**src/rtl/hazard_stall_controller_pkg.sv**
```systemverilog
// Shared types and constants for the pipeline hazard/stall controller.
// Holds the FSM state encoding, register-index width and per-action control words.
package hazard_stall_controller_pkg;

   localparam int unsigned REG_IDX_W = 5;

   typedef enum logic [1:0] {
      ST_RUN   = 2'd0,
      ST_WAIT  = 2'd1,
      ST_FAULT = 2'd2
   } state_t;

   typedef struct packed {
      logic pc_en;
      logic if_id_en;
      logic id_ex_en;
      logic ex_mem_en;
      logic if_id_flush;
      logic id_ex_flush;
      logic mem_wb_bubble;
   } ctrl_t;

   localparam ctrl_t CTRL_OFF    = '0;
   localparam ctrl_t CTRL_NORMAL = '{1'b1, 1'b1, 1'b1, 1'b1, 1'b0, 1'b0, 1'b0};
   localparam ctrl_t CTRL_HOLD   = '{1'b0, 1'b0, 1'b0, 1'b0, 1'b0, 1'b0, 1'b1};
   localparam ctrl_t CTRL_BRANCH = '{1'b1, 1'b1, 1'b1, 1'b1, 1'b1, 1'b1, 1'b0};
   localparam ctrl_t CTRL_LU     = '{1'b0, 1'b0, 1'b1, 1'b1, 1'b0, 1'b1, 1'b0};

   // Source register hit against the EX-stage destination.
   function automatic logic reg_hit(input logic use_rs,
                                    input logic [REG_IDX_W-1:0] rs,
                                    input logic [REG_IDX_W-1:0] rd);
      return use_rs && (rs == rd);
   endfunction

endpackage

```
**src/rtl/hazard_stall_controller_if.sv**
```systemverilog
// Hazard inputs from the pipeline and per-stage enable/flush controls back to it.
interface hazard_stall_controller_if;
   import hazard_stall_controller_pkg::*;

   logic [REG_IDX_W-1:0] IF_ID_rs1;
   logic [REG_IDX_W-1:0] IF_ID_rs2;
   logic                 IF_ID_useRs1;
   logic                 IF_ID_useRs2;
   logic [REG_IDX_W-1:0] ID_EX_rd;
   logic                 ID_EX_memRead;
   logic                 branch_taken;
   logic                 dmem_req;
   logic                 dmem_ready;

   logic pc_en;
   logic if_id_en;
   logic id_ex_en;
   logic ex_mem_en;
   logic if_id_flush;
   logic id_ex_flush;
   logic mem_wb_bubble;

   modport master (
      output IF_ID_rs1, IF_ID_rs2, IF_ID_useRs1, IF_ID_useRs2,
      output ID_EX_rd, ID_EX_memRead, branch_taken, dmem_req, dmem_ready,
      input  pc_en, if_id_en, id_ex_en, ex_mem_en,
      input  if_id_flush, id_ex_flush, mem_wb_bubble
   );

   modport slave (
      input  IF_ID_rs1, IF_ID_rs2, IF_ID_useRs1, IF_ID_useRs2,
      input  ID_EX_rd, ID_EX_memRead, branch_taken, dmem_req, dmem_ready,
      output pc_en, if_id_en, id_ex_en, ex_mem_en,
      output if_id_flush, id_ex_flush, mem_wb_bubble
   );

endinterface

```
**src/rtl/hazard_stall_controller_event_counter.sv**
```systemverilog
// Saturating event counter; a clear wins over a same-cycle increment.
module hazard_event_counter #(
   parameter int unsigned CNT_W = 16
) (
   input  logic             clk,
   input  logic             reset,
   input  logic             inc,
   input  logic             clr,
   output logic [CNT_W-1:0] count
);

   always_ff @(posedge clk or posedge reset) begin
      if (reset)
         count <= '0;
      else if (clr)
         count <= '0;
      else if (inc && (count != '1))
         count <= count + 1'b1;
   end

endmodule

```
**src/rtl/hazard_stall_controller.sv**
```systemverilog
// Pipeline sequencing: load-use stall, taken-branch flush and dmem-wait freeze,
// with a memory-wait timeout FSM and saturating hazard event counters.
module hazard_stall_controller
   import hazard_stall_controller_pkg::*;
#(
   parameter int unsigned MEM_TIMEOUT = 16,
   parameter int unsigned CNT_W       = 16,
   parameter int unsigned TO_W        = 8
) (
   input  logic                      clk,
   input  logic                      reset,
   hazard_stall_controller_if.slave  hz,
   input  logic                      cnt_clr,
   output logic                      mem_err,
   output logic [CNT_W-1:0]          lu_cnt,
   output logic [CNT_W-1:0]          br_cnt,
   output logic [CNT_W-1:0]          mw_cnt
);

   state_t          state_q, state_d;
   logic [TO_W-1:0] wait_q, wait_d;
   ctrl_t           ctrl;
   logic            freeze, lu;
   logic            act_lu, act_br, act_mw;

   assign freeze = (state_q != ST_FAULT) && hz.dmem_req && !hz.dmem_ready;
   assign lu     = hz.ID_EX_memRead && (hz.ID_EX_rd != '0) &&
                   (reg_hit(hz.IF_ID_useRs1, hz.IF_ID_rs1, hz.ID_EX_rd) ||
                    reg_hit(hz.IF_ID_useRs2, hz.IF_ID_rs2, hz.ID_EX_rd));

   always_ff @(posedge clk or posedge reset) begin
      if (reset) begin
         state_q <= ST_RUN;
         wait_q  <= '0;
      end else begin
         state_q <= state_d;
         wait_q  <= wait_d;
      end
   end

   always_comb begin
      state_d = state_q;
      wait_d  = wait_q;
      ctrl    = CTRL_NORMAL;
      act_lu  = 1'b0;
      act_br  = 1'b0;
      act_mw  = 1'b0;

      if (state_q != ST_FAULT) begin
         if (freeze) begin
            if (wait_q == TO_W'(MEM_TIMEOUT - 1)) begin
               state_d = ST_FAULT;
            end else begin
               state_d = ST_WAIT;
               wait_d  = wait_q + 1'b1;
            end
         end else begin
            state_d = ST_RUN;
            wait_d  = '0;
         end
      end

      // Action priority: fault, freeze, branch, load-use; reset forces all off.
      if (reset) begin
         ctrl = CTRL_OFF;
      end else if (state_q == ST_FAULT) begin
         ctrl = CTRL_HOLD;
      end else if (freeze) begin
         ctrl   = CTRL_HOLD;
         act_mw = 1'b1;
      end else if (hz.branch_taken) begin
         ctrl   = CTRL_BRANCH;
         act_br = 1'b1;
      end else if (lu) begin
         ctrl   = CTRL_LU;
         act_lu = 1'b1;
      end
   end

   assign hz.pc_en         = ctrl.pc_en;
   assign hz.if_id_en      = ctrl.if_id_en;
   assign hz.id_ex_en      = ctrl.id_ex_en;
   assign hz.ex_mem_en     = ctrl.ex_mem_en;
   assign hz.if_id_flush   = ctrl.if_id_flush;
   assign hz.id_ex_flush   = ctrl.id_ex_flush;
   assign hz.mem_wb_bubble = ctrl.mem_wb_bubble;
   assign mem_err          = (state_q == ST_FAULT);

   hazard_event_counter #(.CNT_W(CNT_W)) u_lu_cnt (
      .clk(clk), .reset(reset), .inc(act_lu), .clr(cnt_clr), .count(lu_cnt)
   );

   hazard_event_counter #(.CNT_W(CNT_W)) u_br_cnt (
      .clk(clk), .reset(reset), .inc(act_br), .clr(cnt_clr), .count(br_cnt)
   );

   hazard_event_counter #(.CNT_W(CNT_W)) u_mw_cnt (
      .clk(clk), .reset(reset), .inc(act_mw), .clr(cnt_clr), .count(mw_cnt)
   );

endmodule

```
**src/flat_wrapper.sv**
```systemverilog
// flat-port wrapper written by rule: the top's interface ports become plain ports
module hazard_stall_controller_flat import hazard_stall_controller_pkg::*;
#(
   parameter int unsigned MEM_TIMEOUT = 16,
   parameter int unsigned CNT_W       = 16,
   parameter int unsigned TO_W        = 8
)
  (clk, reset, cnt_clr, mem_err, lu_cnt, br_cnt, mw_cnt, hz_IF_ID_rs1, hz_IF_ID_rs2, hz_IF_ID_useRs1, hz_IF_ID_useRs2, hz_ID_EX_rd, hz_ID_EX_memRead, hz_branch_taken, hz_dmem_req, hz_dmem_ready, hz_pc_en, hz_if_id_en, hz_id_ex_en, hz_ex_mem_en, hz_if_id_flush, hz_id_ex_flush, hz_mem_wb_bubble);
  hazard_stall_controller_if hz_i ();
  input  logic clk;
  input  logic reset;
  input  logic cnt_clr;
  output logic mem_err;
  output logic [CNT_W-1:0] lu_cnt;
  output logic [CNT_W-1:0] br_cnt;
  output logic [CNT_W-1:0] mw_cnt;
  input wire logic [$bits(hz_i.IF_ID_rs1)-1:0] hz_IF_ID_rs1;
  input wire logic [$bits(hz_i.IF_ID_rs2)-1:0] hz_IF_ID_rs2;
  input wire logic [$bits(hz_i.IF_ID_useRs1)-1:0] hz_IF_ID_useRs1;
  input wire logic [$bits(hz_i.IF_ID_useRs2)-1:0] hz_IF_ID_useRs2;
  input wire logic [$bits(hz_i.ID_EX_rd)-1:0] hz_ID_EX_rd;
  input wire logic [$bits(hz_i.ID_EX_memRead)-1:0] hz_ID_EX_memRead;
  input wire logic [$bits(hz_i.branch_taken)-1:0] hz_branch_taken;
  input wire logic [$bits(hz_i.dmem_req)-1:0] hz_dmem_req;
  input wire logic [$bits(hz_i.dmem_ready)-1:0] hz_dmem_ready;
  output wire logic [$bits(hz_i.pc_en)-1:0] hz_pc_en;
  output wire logic [$bits(hz_i.if_id_en)-1:0] hz_if_id_en;
  output wire logic [$bits(hz_i.id_ex_en)-1:0] hz_id_ex_en;
  output wire logic [$bits(hz_i.ex_mem_en)-1:0] hz_ex_mem_en;
  output wire logic [$bits(hz_i.if_id_flush)-1:0] hz_if_id_flush;
  output wire logic [$bits(hz_i.id_ex_flush)-1:0] hz_id_ex_flush;
  output wire logic [$bits(hz_i.mem_wb_bubble)-1:0] hz_mem_wb_bubble;
  assign hz_i.IF_ID_rs1 = hz_IF_ID_rs1;
  assign hz_i.IF_ID_rs2 = hz_IF_ID_rs2;
  assign hz_i.IF_ID_useRs1 = hz_IF_ID_useRs1;
  assign hz_i.IF_ID_useRs2 = hz_IF_ID_useRs2;
  assign hz_i.ID_EX_rd = hz_ID_EX_rd;
  assign hz_i.ID_EX_memRead = hz_ID_EX_memRead;
  assign hz_i.branch_taken = hz_branch_taken;
  assign hz_i.dmem_req = hz_dmem_req;
  assign hz_i.dmem_ready = hz_dmem_ready;
  assign hz_pc_en = hz_i.pc_en;
  assign hz_if_id_en = hz_i.if_id_en;
  assign hz_id_ex_en = hz_i.id_ex_en;
  assign hz_ex_mem_en = hz_i.ex_mem_en;
  assign hz_if_id_flush = hz_i.if_id_flush;
  assign hz_id_ex_flush = hz_i.id_ex_flush;
  assign hz_mem_wb_bubble = hz_i.mem_wb_bubble;
  hazard_stall_controller #(.MEM_TIMEOUT(MEM_TIMEOUT), .CNT_W(CNT_W), .TO_W(TO_W)) u_core (.clk(clk), .reset(reset), .hz(hz_i), .cnt_clr(cnt_clr), .mem_err(mem_err), .lu_cnt(lu_cnt), .br_cnt(br_cnt), .mw_cnt(mw_cnt));
endmodule
```
**config.mk**
```make
export PLATFORM = sky130hd
export DESIGN_NAME = hazard_stall_controller_flat
export DESIGN_NICKNAME = d
export VERILOG_FILES = /design/src/rtl/hazard_stall_controller_pkg.sv /design/src/rtl/hazard_stall_controller_if.sv /design/src/rtl/hazard_stall_controller_event_counter.sv /design/src/rtl/hazard_stall_controller.sv /design/src/flat_wrapper.sv
export SDC_FILE = /design/constraint.sdc
export NUM_CORES = 1
export LEC_CHECK = 0
export BUFFER_PORTS_ARGS = -buffer_cell sky130_fd_sc_hd__buf_4
export CORE_ASPECT_RATIO = 0.5
export CORE_UTILIZATION = 59
export CTS_CLUSTER_DIAMETER = 60
export DETAILED_ROUTE_END_ITERATION = 7
export HOLD_SLACK_MARGIN = 0.03
export PLACE_DENSITY_LB_ADDON = 0.3
export RECOVER_POWER = 25
export SLEW_MARGIN = 15
export SYNTH_ARGS = -nofsm -noshare
export SYNTH_HDL_FRONTEND = slang
export SYNTH_HIERARCHICAL = 1
export SYNTH_SLANG_ARGS = --single-unit
```
**constraint.sdc**
```tcl
create_clock -name clk -period 8.25 [get_ports clk]
set_input_delay 1.65 -clock clk [delete_from_list [all_inputs] [get_ports clk]]
set_output_delay 1.65 -clock clk [all_outputs]
set_load 0.03 [all_outputs]
```
---- Word level (Yosys, flattened, before mapping) ----
Index checks and enable logic that the tools add are counted.
word-level totals
  output and inout port bits .............. 56
  flip-flop bits (word level) ............. 58
operators by class
  eq/ne operators ......................... 9
  add/sub/neg operators ................... 4
  reduce and logical (&&, ||, !) cells .... 16
  mux-type cells .......................... 27
operators by type and width
  operator                                             number
  2-to-1 mux 16 bit                                    6
  adder 16 x 1 -> 16 bit, second input constant        3
  inequality test 16 bit, second input constant        3
  2-to-1 mux 7 bit                                     5
  2-to-1 mux 8 bit                                     2
  2-to-1 mux 1 bit                                     12
  equality test 5 bit                                  2
  logical AND 1 bit                                    9
  adder 8 x 1 -> 8 bit, second input constant          1
  equality test 8 x 4 -> 1 bit, second input constant  1
  nonzero test 2 bit                                   3
  nonzero test 5 bit                                   1
  2-to-1 mux 2 bit                                     2
  inequality test 2 bit, second input constant         2
  equality test 2 bit, second input constant           1
  AND reduction 2 bit                                  1
  zero test 1 bit                                      1
  logical OR 1 bit                                     1

---- Depth between registers and ports, before layout ----
Gate-level depths: netlist (run 1).
  depth in word-level cells ............... 12
  mapped depth ............................ 12
  depth with buffers taken out ............ 11

---- By module ----
The synthesis (run 1) kept the hierarchy.
modules (own cells, without submodules)
  module                   times used  seq. area each (µm²)  cells an instance  area each (µm²)
  hazard_event_counter     3           400.4                 101                932.1
  hazard_stall_controller  1           250.2                 73                 710.7

---- Worst setup path after synthesis (run 1) ----
Ideal clock, no wire load.
  kind .................................... input-to-output
  start ................................... input port hz_dmem_ready
  end ..................................... output port hz_pc_en
  buffers on the path ..................... 1
  stages on the path ...................... 6
  required time ........................... 6.600 ns
  setup slack ............................. 3.526 ns
  data arrival time ....................... 3.074 ns
  path through ............................ and2b_2 > nor2_2 > nand2_1 > inv_1 > o31a_1 > buf_4
between the ends
  cells in the longest elaborated chain, start to end .. 5
ends and longest elaborated chain
  item               RTL line                       text
  start, declared    flat_wrapper.sv:25             input wire logic [$bits(hz_i.dmem_ready)-1:0] hz_dmem_ready;
  zero test 1 bit    hazard_stall_controller.sv:26  assign freeze = (state_q != ST_FAULT) && hz.dmem_req && !hz.dmem_ready;
  logical AND 1 bit  hazard_stall_controller.sv:26
  2-to-1 mux 7 bit   hazard_stall_controller.sv:68  end else if (freeze) begin
  2-to-1 mux 7 bit   hazard_stall_controller.sv:66  end else if (state_q == ST_FAULT) begin
  2-to-1 mux 7 bit   hazard_stall_controller.sv:64  if (reset) begin
  end, declared      flat_wrapper.sv:26             output wire logic [$bits(hz_i.pc_en)-1:0] hz_pc_en;
Every way passes these cells.

---- Worst setup path after layout (run 1) ----
  start ................................... input port hz_dmem_req
  end ..................................... output port hz_if_id_flush
between the ends
  cells in the longest elaborated chain, start to end .. 5
ends and longest elaborated chain
  item                             RTL line                       text
  start, declared                  flat_wrapper.sv:24             input wire logic [$bits(hz_i.dmem_req)-1:0] hz_dmem_req;
  logical AND 1 bit (2 in series)  hazard_stall_controller.sv:26
  2-to-1 mux 7 bit                 hazard_stall_controller.sv:68
  2-to-1 mux 7 bit                 hazard_stall_controller.sv:66
  2-to-1 mux 7 bit                 hazard_stall_controller.sv:64
  end, declared                    flat_wrapper.sv:30             output wire logic [$bits(hz_i.if_id_flush)-1:0] hz_if_id_flush;
Every way passes these cells.

==> flow_metrics.env, run 1 <==
export IMPL_yosysMostFrequentCell="dfrtp_1"
export IMPL_cts_buffers=9
export IMPL_cp_max_fo=9
export IMPL_maxSlewViolCount=0
export IMPL_htree_levels=3
export IMPL_post_cts_buffers=0
export IMPL_netlist_top_cells_count="dfrtp_1, a21oi_1, nand3_1"
export IMPL_placed_area_mm2=0.00411
export IMPL_syn_avg_cell_area_um2=9.33
export IMPL_min_period_ns=4.70
export IMPL_die_y_um=56.5
export IMPL_timing_setup_tns_ns=0
export IMPL_ctsHoldBuffers=0
export IMPL_via_count=3487
export IMPL_synthArstFlopShare_pct=100
export IMPL_synthTopCellsByArea="dfrtp_1, a21oi_1, or4_1"
export IMPL_skew_ns=0.00300
export IMPL_ys_warn_count=6
export IMPL_core_mm2=0.00561
export IMPL_synth_top_area_share_pct=41.4
export IMPL_setup_viol=0
export IMPL_power_per_cell_area_mw_per_mm2=157
export IMPL_nets=481
export IMPL_via_per_inst=6.57
export IMPL_clock_path_buffers=2
export IMPL_p_leak_nw=1.84
export IMPL_antenna_found_initial=0
export IMPL_worstMarginPinSlew_ns=0.928
export IMPL_min_delay_worst_endpoint="u_core/wait_q[7]"
export IMPL_clk_pin_slew_ns=0.05
export IMPL_total_power_uw=691
export IMPL_maxCapViolations=0
export IMPL_port_buffer_count=79
export IMPL_start_util_pct=62.5
export IMPL_areaGrowthSynthToFinish_pct=25.2
export IMPL_pwr_share_seq_pct=41.8
export IMPL_cts_tree="built"
export IMPL_cp_end_kind="primary output"
export IMPL_synth_top_cell_by_area="dfrtp_1"
export IMPL_avgRoutedWirePerCell_um=16.7
export IMPL_syn_nets=404
export IMPL_die_area_mm2=0.00628
export IMPL_worst_ep_required_time_ns=6.60
export IMPL_rsz0062_at_grt="no"
export IMPL_cts_resized=0
export IMPL_netSwitchingPower_uw=155
export IMPL_pwr_share_comb_pct=6.8
export IMPL_switching_share_pct=22.4
export IMPL_dp_slack_ns=3.59
export IMPL_antenna_cells=0
export IMPL_critPathKind="primary input to primary output"
export IMPL_r2r_end="u_core/u_lu_cnt/count[13]"
export IMPL_arrival_ns=3.05
export IMPL_rr_startpoint="u_core/state_q[1]"
export IMPL_ys_ff_latch=58
export IMPL_drtPass1Iterations=7
export IMPL_grt_pass1_wl_um=14700
export IMPL_cts_root_buf="clkbuf_16"
export IMPL_ir_drop_uv=169
export IMPL_overflow=0
export IMPL_netlist_cell_type_count=47
export IMPL_clock_sinks=58
export IMPL_routed_wl_um=8870
export IMPL_crit_path_start_kind="primary input"
export IMPL_rows=19
export IMPL_drt_first_iter_violations=319
export IMPL_insertion_delay_ns=0.33
export IMPL_fp_dieW_um=111
export IMPL_clockPowerShare_pct=51.4
export IMPL_hold_viol=0
export IMPL_yosysSeqAreaShare_pct=41.4
export IMPL_hold_depth=2
export IMPL_post_dp_hpwl_um=6020
export IMPL_ioPinCount=80
export IMPL_rr_worst_depth=10
export IMPL_syn_cell_area_mm2=0.00351
export IMPL_grt_max_degree=58
export IMPL_grt_pass1_vias=3237
export IMPL_fin_crit_sh_pct=56.9
export IMPL_synthFlopType="dfrtp_1"
export IMPL_syn_inst=376
export IMPL_outcome="finished, violations left"
export IMPL_drc=7
export IMPL_intPower_uw=536
export IMPL_drive_above_1_share_pct=27.1
export IMPL_rrSetupSlack_ns=5.22
export IMPL_holdCritStartpoint="u_core/wait_q[7]"
export IMPL_hold_class="flop to flop"
export IMPL_max_freq_mhz=213
export IMPL_gp_congestion=0.844
export IMPL_violations="design-rule violations"
export IMPL_fin_ws_ns=3.55
export IMPL_synth_edf_count=0
export IMPL_relSlewSlack_pct=37.6
export IMPL_fin_area_mm2=0.00439
export IMPL_grt_usage_pct=29.8
export IMPL_drtAntennaViolNets=0
[worst max path at each step]
stage / cells after the start / slack (ns) / to / from
finish: 8 / 3.55 / hz_if_id_flush / hz_dmem_req
global route: 8 / 3.46 / hz_if_id_flush / hz_dmem_req
CTS: 8 / 3.58 / hz_if_id_flush / hz_dmem_req
detailed placement: 8 / 3.59 / hz_if_id_flush / hz_dmem_req
global placement: 8 / 3.64 / hz_if_id_flush / hz_dmem_req
floorplan: 6 / 3.53 / hz_pc_en / hz_dmem_ready
[state kept, by name, summed over array words and instances, names as in the netlist]
name	flops
u_core/u_mw_cnt/count	16
u_core/u_br_cnt/count	16
u_core/u_lu_cnt/count	16
u_core/wait_q	8
u_core/state_q	2
[cell usage in the layout, fill, tap and decap left out, drive strengths merged, types with 16 or more instances in the layout]
cell / count
nand2: 21
dfrtp: 58
a21oi: 38
nor2: 16
or4: 26
nand3: 22
or3: 23
nand4: 16
buf: 79
o31ai: 17
o21ai: 19
[stage by stage]
step,utilization [%],hold WS (ns),std cells
after floorplan,-,0.506,376
after global placement,73.2,0.531,515
after detailed placement,73.2,0.553,515
after CTS,78.3,0.567,531
after global routing,78.3,0.589,531
final,78.3,0.560,531
[cell type report]
type                       count  area [um^2]
tap                           73         91.3
clock inverter                 6         57.6
clock buffer                  10          229
fill                         377         1220
sequential                    58         1450
inverter                      13         48.8
timing repair buffer          80          597
multi-input combinational    291         1920
[worst max-delay path: stages]
cell and delay (ns):
buf_4 0.11, and2b_2 0.18, nor2_2 0.28, nand2_1 0.15, inv_1 0.14, nand2_1 0.08, inv_1 0.23, buf_4 0.22
[layer usage]
metal | vias up | GRT usage [%] | wire, um | share of wire (%)
met5 | - | 0 | 0 | 0
met4 | 0 | 14.1 | 167 | 1.9
met3 | 24 | 7.56 | 681 | 7.7
met2 | 169 | 50.9 | 4380 | 49
met1 | 1691 | 35.8 | 3630 | 41
li1 | 1603 | - | - | -
[power by group through the flow]
stage	registers, mW	clock network [mW]	logic, mW
after global placement	0.293	0	0.0452
after detailed placement	0.293	0	0.0469
final	0.289	0.355	0.0470
after global routing	0.289	0.375	0.0512
after CTS	0.289	0.364	0.0475
after floorplan	0.295	0	0.0274
[cells by family after synthesis]
kind of cell / synth area share (%)
XOR/XNOR: 3.50
flip-flops: 41.4
buffers and inverters: 3.96
AO/OA/AOI/OAI: 15.8
AND/OR/NAND/NOR: 30.9
multiplexers: 3.10
adder cells (fa/ha/maj): 1.43
Power figures use the tool's default switching activity.
==> inputs of run 2 (changes only) <==
--- a/config.mk
+++ b/config.mk
@@ -7,7 +7,7 @@
 export LEC_CHECK = 0
 export BUFFER_PORTS_ARGS = -buffer_cell sky130_fd_sc_hd__buf_4
 export CORE_ASPECT_RATIO = 0.5
-export CORE_UTILIZATION = 59
+export CORE_UTILIZATION = 54
 export CTS_CLUSTER_DIAMETER = 60
 export DETAILED_ROUTE_END_ITERATION = 7
 export HOLD_SLACK_MARGIN = 0.03
==> constraint.sdc (replaced) <==
create_clock -name clk -period 4.7 [get_ports clk]
set_input_delay 0.94 -clock clk [delete_from_list [all_inputs] [get_ports clk]]
set_output_delay 0.94 -clock clk [all_outputs]
set_load 0.03 [all_outputs]
==> flow_metrics.env, run 2 (synthesized netlist as in run 1, its figures left out) <==
export IMPL_nets=481
export IMPL_via_per_inst=6.28
export IMPL_post_cts_buffers=0
export IMPL_worstMarginPinSlew_ns=0.858
export IMPL_port_buffer_count=79
export IMPL_via_count=3431
export IMPL_critical_path_cell_chain="buf_4 -> or2b_2 -> nor3_1 -> nand3_1 -> or4_4 -> or4_1 -> a21oi_1"
export IMPL_critPathBufInv=1
export IMPL_final_cell_mix="buf_4, dfrtp_1, a21oi_1"
export IMPL_r2r_end="u_core/u_br_cnt/count[13]"
export IMPL_ioPinCount=80
export IMPL_grt_pass1_vias=3231
export IMPL_antenna_found_initial=0
export IMPL_hold_class="flop to flop"
export IMPL_wl_met2_um=4590
export IMPL_relSlewSlack_pct=42.4
export IMPL_ctsHoldBuffers=0
export IMPL_overflow=0
export IMPL_clk_pin_slew_ns=0.05
export IMPL_final_common_cell="buf_4"
export IMPL_ir_drop_uv=170
export IMPL_drtPass1Iterations=5
export IMPL_grt_pass1_wl_um=14500
export IMPL_reg_largest_list="u_core/u_br_cnt/count (16), u_core/u_lu_cnt/count (16), u_core/u_mw_cnt/count (16)"
export IMPL_min_delay_worst_endpoint="u_core/u_lu_cnt/count[14]"
export IMPL_cp_max_fo=8
export IMPL_cpPeakStageDelay_ns=0.68
export IMPL_die_y_um=59.0
export IMPL_grt_max_degree=58
export IMPL_arrival_ns=3.53
export IMPL_clock_path_buffers=2
export IMPL_drc=0
export IMPL_hold_viol=0
export IMPL_drt_met1_wl_um=3650
export IMPL_worst_ep_required_time_ns=4.95
export IMPL_grt_usage_pct=27.6
export IMPL_cts_root_buf="clkbuf_16"
export IMPL_hold_depth=2
export IMPL_gp_congestion=0.860
export IMPL_cts_buffers=9
export IMPL_maxSlewViolCount=0
export IMPL_drive_above_1_share_pct=26.9
export IMPL_fin_crit_sh_pct=69.9
export IMPL_cts_resized=0
export IMPL_areaGrowthSynthToFinish_pct=25.7
export IMPL_p_leak_nw=1.84
export IMPL_outcome="complete, no violations"
export IMPL_power_per_cell_area_mw_per_mm2=272
export IMPL_rr_worst_depth=11
export IMPL_top_layer="met4"
export IMPL_core_mm2=0.00616
export IMPL_htree_levels=3
export IMPL_clock_sinks=58
export IMPL_min_period_ns=3.29
export IMPL_start_util_pct=57.0
export IMPL_timing_setup_tns_ns=0
export IMPL_cp_end_kind="flop"
export IMPL_max_freq_mhz=304
export IMPL_rrSetupSlack_ns=1.69
export IMPL_cp_startpoint="hz_dmem_ready"
export IMPL_wl_met3_um=548
export IMPL_fp_dieW_um=116
export IMPL_crit_path_start_kind="primary input"
export IMPL_drtAntennaViolNets=0
export IMPL_setup_viol=0
export IMPL_avgRoutedWirePerCell_um=16.4
export IMPL_maxCapViolations=0
export IMPL_holdCritStartpoint="u_core/u_lu_cnt/count[14]"
export IMPL_die_area_mm2=0.00684
export IMPL_insertion_delay_ns=0.33
export IMPL_critPathTopFamily="simple AND/OR/NAND/NOR gates"
export IMPL_num_fill_cells=457
export IMPL_rr_startpoint="u_core/state_q[1]"
export IMPL_critPathKind="primary input to flop"
export IMPL_routed_wl_um=8940
export IMPL_drt_first_iter_violations=251
export IMPL_post_dp_hpwl_um=6180
export IMPL_total_power_mw=1.20
export IMPL_skew_ns=0.00578
export IMPL_cpMaxStageDelayCell="nor3_1"
export IMPL_antenna_cells=0
export IMPL_cts_tree="built"
export IMPL_rows=20
export IMPL_rsz0062_at_grt="no"
==> run 2: power by group <==
part | leakage, nW | switching (mW) | total (mW) | internal (mW)
clock network | 0.143 | 0.213 | 0.610 | 0.397
registers | 0.807 | 0.00358 | 0.507 | 0.503
logic | 0.887 | 0.0502 | 0.0820 | 0.0318
total | 1.84 | 0.266 | 1.20 | 0.932
==> run 2: metal layers <==
layer / global-route usage, % / up-vias
met5: 0 / -
met3: 6.54 / 22
li1: - / 1599
met4: 12.6 / 0
met1: 32.7 / 1655
met2: 48.9 / 155
==> run 2: area by class of cell <==
cell class	instances	area (um^2)	share of cell area (%)
multi-input combinational	291	1920	43.5
sequential	58	1450	32.9
timing repair buffer	80	597	13.5
clock buffer	14	274	6.22
tap	88	110	2.50
inverter	13	48.8	1.11
clock inverter	2	10.0	0.227
==> run 2: per-stage QoR <==
stage / std cells / utilization, % / worst slack (ns) / hold WS, ns / cell area (um^2)
after global placement: 530 / 67.1 / 1.26 / 0.529 / 4130
final: 546 / 71.6 / 1.41 / 0.563 / 4410
after global routing: 546 / 71.6 / 1.23 / 0.575 / 4410
after floorplan: 376 / - / 1.17 / 0.506 / 3510
after detailed placement: 530 / 67.1 / 1.17 / 0.554 / 4130
after CTS: 546 / 71.7 / 1.43 / 0.566 / 4410
==> run 2: worst max-delay path by stage <==
stage                                endpoint  slack (ns)  depth (start not counted)
finish              u_core/u_mw_cnt/count[13]        1.41                          7
global route                   hz_if_id_flush        1.23                          7
CTS                            hz_if_id_flush        1.43                          8
detailed placement  u_core/u_lu_cnt/count[13]        1.17                         10
global placement    u_core/u_lu_cnt/count[13]        1.26                         10
floorplan           u_core/u_br_cnt/count[13]        1.17                         11
==> run 2: worst reg2reg max path, cell delays in order (launching register included) <==
cell and delay, ns:
dfrtp_1 0.37, nand2b_2 0.16, inv_1 0.14, nor2_2 0.32, nand2_1 0.15, inv_1 0.14
nand2_1 0.08, inv_1 0.23, nand3_1 0.25, or4_4 0.51, or4_1 0.42, a21oi_1 0.16
==> inputs of run 3 (changes only) <==
--- a/config.mk
+++ b/config.mk
@@ -7,7 +7,7 @@
 export LEC_CHECK = 0
 export BUFFER_PORTS_ARGS = -buffer_cell sky130_fd_sc_hd__buf_4
 export CORE_ASPECT_RATIO = 0.5
-export CORE_UTILIZATION = 54
+export CORE_UTILIZATION = 49
 export CTS_CLUSTER_DIAMETER = 60
 export DETAILED_ROUTE_END_ITERATION = 7
 export HOLD_SLACK_MARGIN = 0.03
==> constraint.sdc (replaced) <==
create_clock -name clk -period 2.7 [get_ports clk]
set_input_delay 0.54 -clock clk [delete_from_list [all_inputs] [get_ports clk]]
set_output_delay 0.54 -clock clk [all_outputs]
set_load 0.03 [all_outputs]
==> flow_metrics.env, run 3 (synthesized netlist as in run 1, its figures left out) <==
export IMPL_via_per_inst=5.99
export IMPL_ir_drop_uv=311
export IMPL_rr_worst_depth=10
export IMPL_gp_congestion=0.807
export IMPL_wl_met3_um=461
export IMPL_drtAntennaViolNets=0
export IMPL_clock_path_buffers=2
export IMPL_cp_max_fo=2
export IMPL_grt_max_degree=58
export IMPL_rows=21
export IMPL_wl_met2_um=4320
export IMPL_maxCapViolations=0
export IMPL_grt_pass1_wl_um=14700
export IMPL_clockPowerShare_pct=50.0
export IMPL_drive_above_1_share_pct=30.9
export IMPL_maxSlewViolCount=0
export IMPL_cts_resized=0
export IMPL_arrival_ns=2.00
export IMPL_drtPass1Iterations=4
export IMPL_power_per_cell_area_mw_per_mm2=456
export IMPL_drt_first_iter_violations=198
export IMPL_ioPinCount=80
export IMPL_critPathKind="primary input to primary output"
export IMPL_overflow=0
export IMPL_core_mm2=0.00681
export IMPL_intPower_mw=1.60
export IMPL_pwr_share_comb_pct=7.6
export IMPL_worstMarginPinSlew_ns=0.702
export IMPL_final_common_cell="buf_4"
export IMPL_rr_startpoint="u_core/state_q[1]"
export IMPL_switching_share_pct=23.1
export IMPL_netSwitchingPower_uw=481
export IMPL_skew_ns=0.00526
export IMPL_avgRoutedWirePerCell_um=15.9
export IMPL_nets=496
export IMPL_hold_class="primary input to async pin"
export IMPL_ctsHoldBuffers=0
export IMPL_grt_pass1_vias=3120
export IMPL_fin_crit_sh_pct=94.0
export IMPL_final_cell_mix="buf_4, dfrtp_1, a21oi_1"
export IMPL_cts_buffers=9
export IMPL_rsz0062_at_grt="yes"
export IMPL_die_area_mm2=0.00752
export IMPL_htree_levels=3
export IMPL_cts_root_buf="clkbuf_16"
export IMPL_clock_sinks=58
export IMPL_drc=0
export IMPL_stdcell_count=564
export IMPL_routed_wl_um=8970
export IMPL_total_power_mw=2.08
export IMPL_outcome="complete, no violations"
export IMPL_reg_largest_list="u_core/u_br_cnt/count (16), u_core/u_lu_cnt/count (16), u_core/u_mw_cnt/count (16)"
export IMPL_post_cts_buffers=0
export IMPL_relSlewSlack_pct=52.7
export IMPL_worst_ep_required_time_ns=2.16
export IMPL_fin_ws_ns=0.162
export IMPL_timing_setup_tns_ns=0
export IMPL_rrSetupSlack_ns=0.16
export IMPL_antenna_found_initial=0
export IMPL_grt_usage_pct=25.7
export IMPL_via_count=3381
export IMPL_post_dp_hpwl_um=6240
export IMPL_setup_viol=0
export IMPL_max_freq_mhz=394
export IMPL_die_y_um=61.8
export IMPL_insertion_delay_ns=0.33
export IMPL_fp_dieW_um=122
export IMPL_areaGrowthSynthToFinish_pct=30.2
export IMPL_antenna_cells=0
export IMPL_crit_path_start_kind="primary input"
export IMPL_start_util_pct=51.5
export IMPL_dp_cells=549
export IMPL_dp_slack_ns=-0.171
export IMPL_drt_met1_wl_um=4080
export IMPL_min_period_ns=2.54
export IMPL_cp_end_kind="primary output"
export IMPL_hold_viol=0
export IMPL_p_leak_nw=1.90
export IMPL_cts_tree="built"
export IMPL_port_buffer_count=79
export IMPL_pwr_share_seq_pct=42.4
export IMPL_clk_pin_slew_ns=0.05
export IMPL_top_layer="met4"
export IMPL_r2r_end="u_core/u_lu_cnt/count[13]"
-- run 3: cell types whose count changed in the layout (fill, tap and decap cells not counted), moves of 2 or more --
cell and change:
buf_4 +16, clkbuf_1 -2, inv_1 -3, nand2_1 -2, nand3_1 -2
-- run 3: per-layer routing --
metal / GRT usage, % / vias to the layer above
li1: - / 1640
met1: 31.4 / 1638
met2: 44.5 / 88
met3: 8.03 / 15
met4: 8.99 / 0
met5: 0 / -
-- run 3: through the flow --
step	instance area [um^2]	hold slack, ns	util (%)
final	4570	0.274	67.1
after global routing	4570	0.294	67.1
after CTS	4570	0.272	67.1
after detailed placement	4290	0.541	63.1
after global placement	4290	0.524	63.1
after floorplan	3570	0.396	-
-- run 3: final cells by class --
cell class                      instances  area (um^2)
Multi-Input combinational cell        291         1950
Fill cell                             562         2240
Inverter                               13         60.1
Clock inverter                          3         15.0
Timing Repair Buffer                   95          713
Tap cell                               92          115
Clock buffer                           12          256
Sequential cell                        58         1450
-- run 3: power groups by stage --
stage | logic [mW] | registers [mW] | clock network (mW)
2_1_floorplan | 0.0903 | 0.901 | 0
3_3_place_gp | 0.158 | 0.897 | 0
3_5_place_dp | 0.160 | 0.897 | 0
4_1_cts | 0.161 | 0.883 | 1.06
5_1_grt | 0.172 | 0.883 | 1.11
6_report | 0.158 | 0.883 | 1.04
-- run 3: worst max-delay path by stage --
stage                      startpoint                   endpoint  slack, ns
detailed placement     hz_ID_EX_rd[1]  u_core/u_lu_cnt/count[13]      -0.17
finish                 hz_ID_EX_rd[2]                hz_if_id_en       0.16
global placement       hz_ID_EX_rd[2]  u_core/u_lu_cnt/count[13]      -0.10
CTS                 u_core/state_q[1]  u_core/u_lu_cnt/count[13]       0.12
global route        u_core/state_q[1]  u_core/u_lu_cnt/count[13]      -0.02
floorplan           u_core/state_q[1]  u_core/u_br_cnt/count[13]      -0.06
-- run 3: worst max-delay path, cell delays in order --
cell and delay, ns:
buf_4 0.12, buf_4 0.13, or4_1 0.50, o21ai_0 0.24, buf_4 0.16, o31a_1 0.14
buf_4 0.17
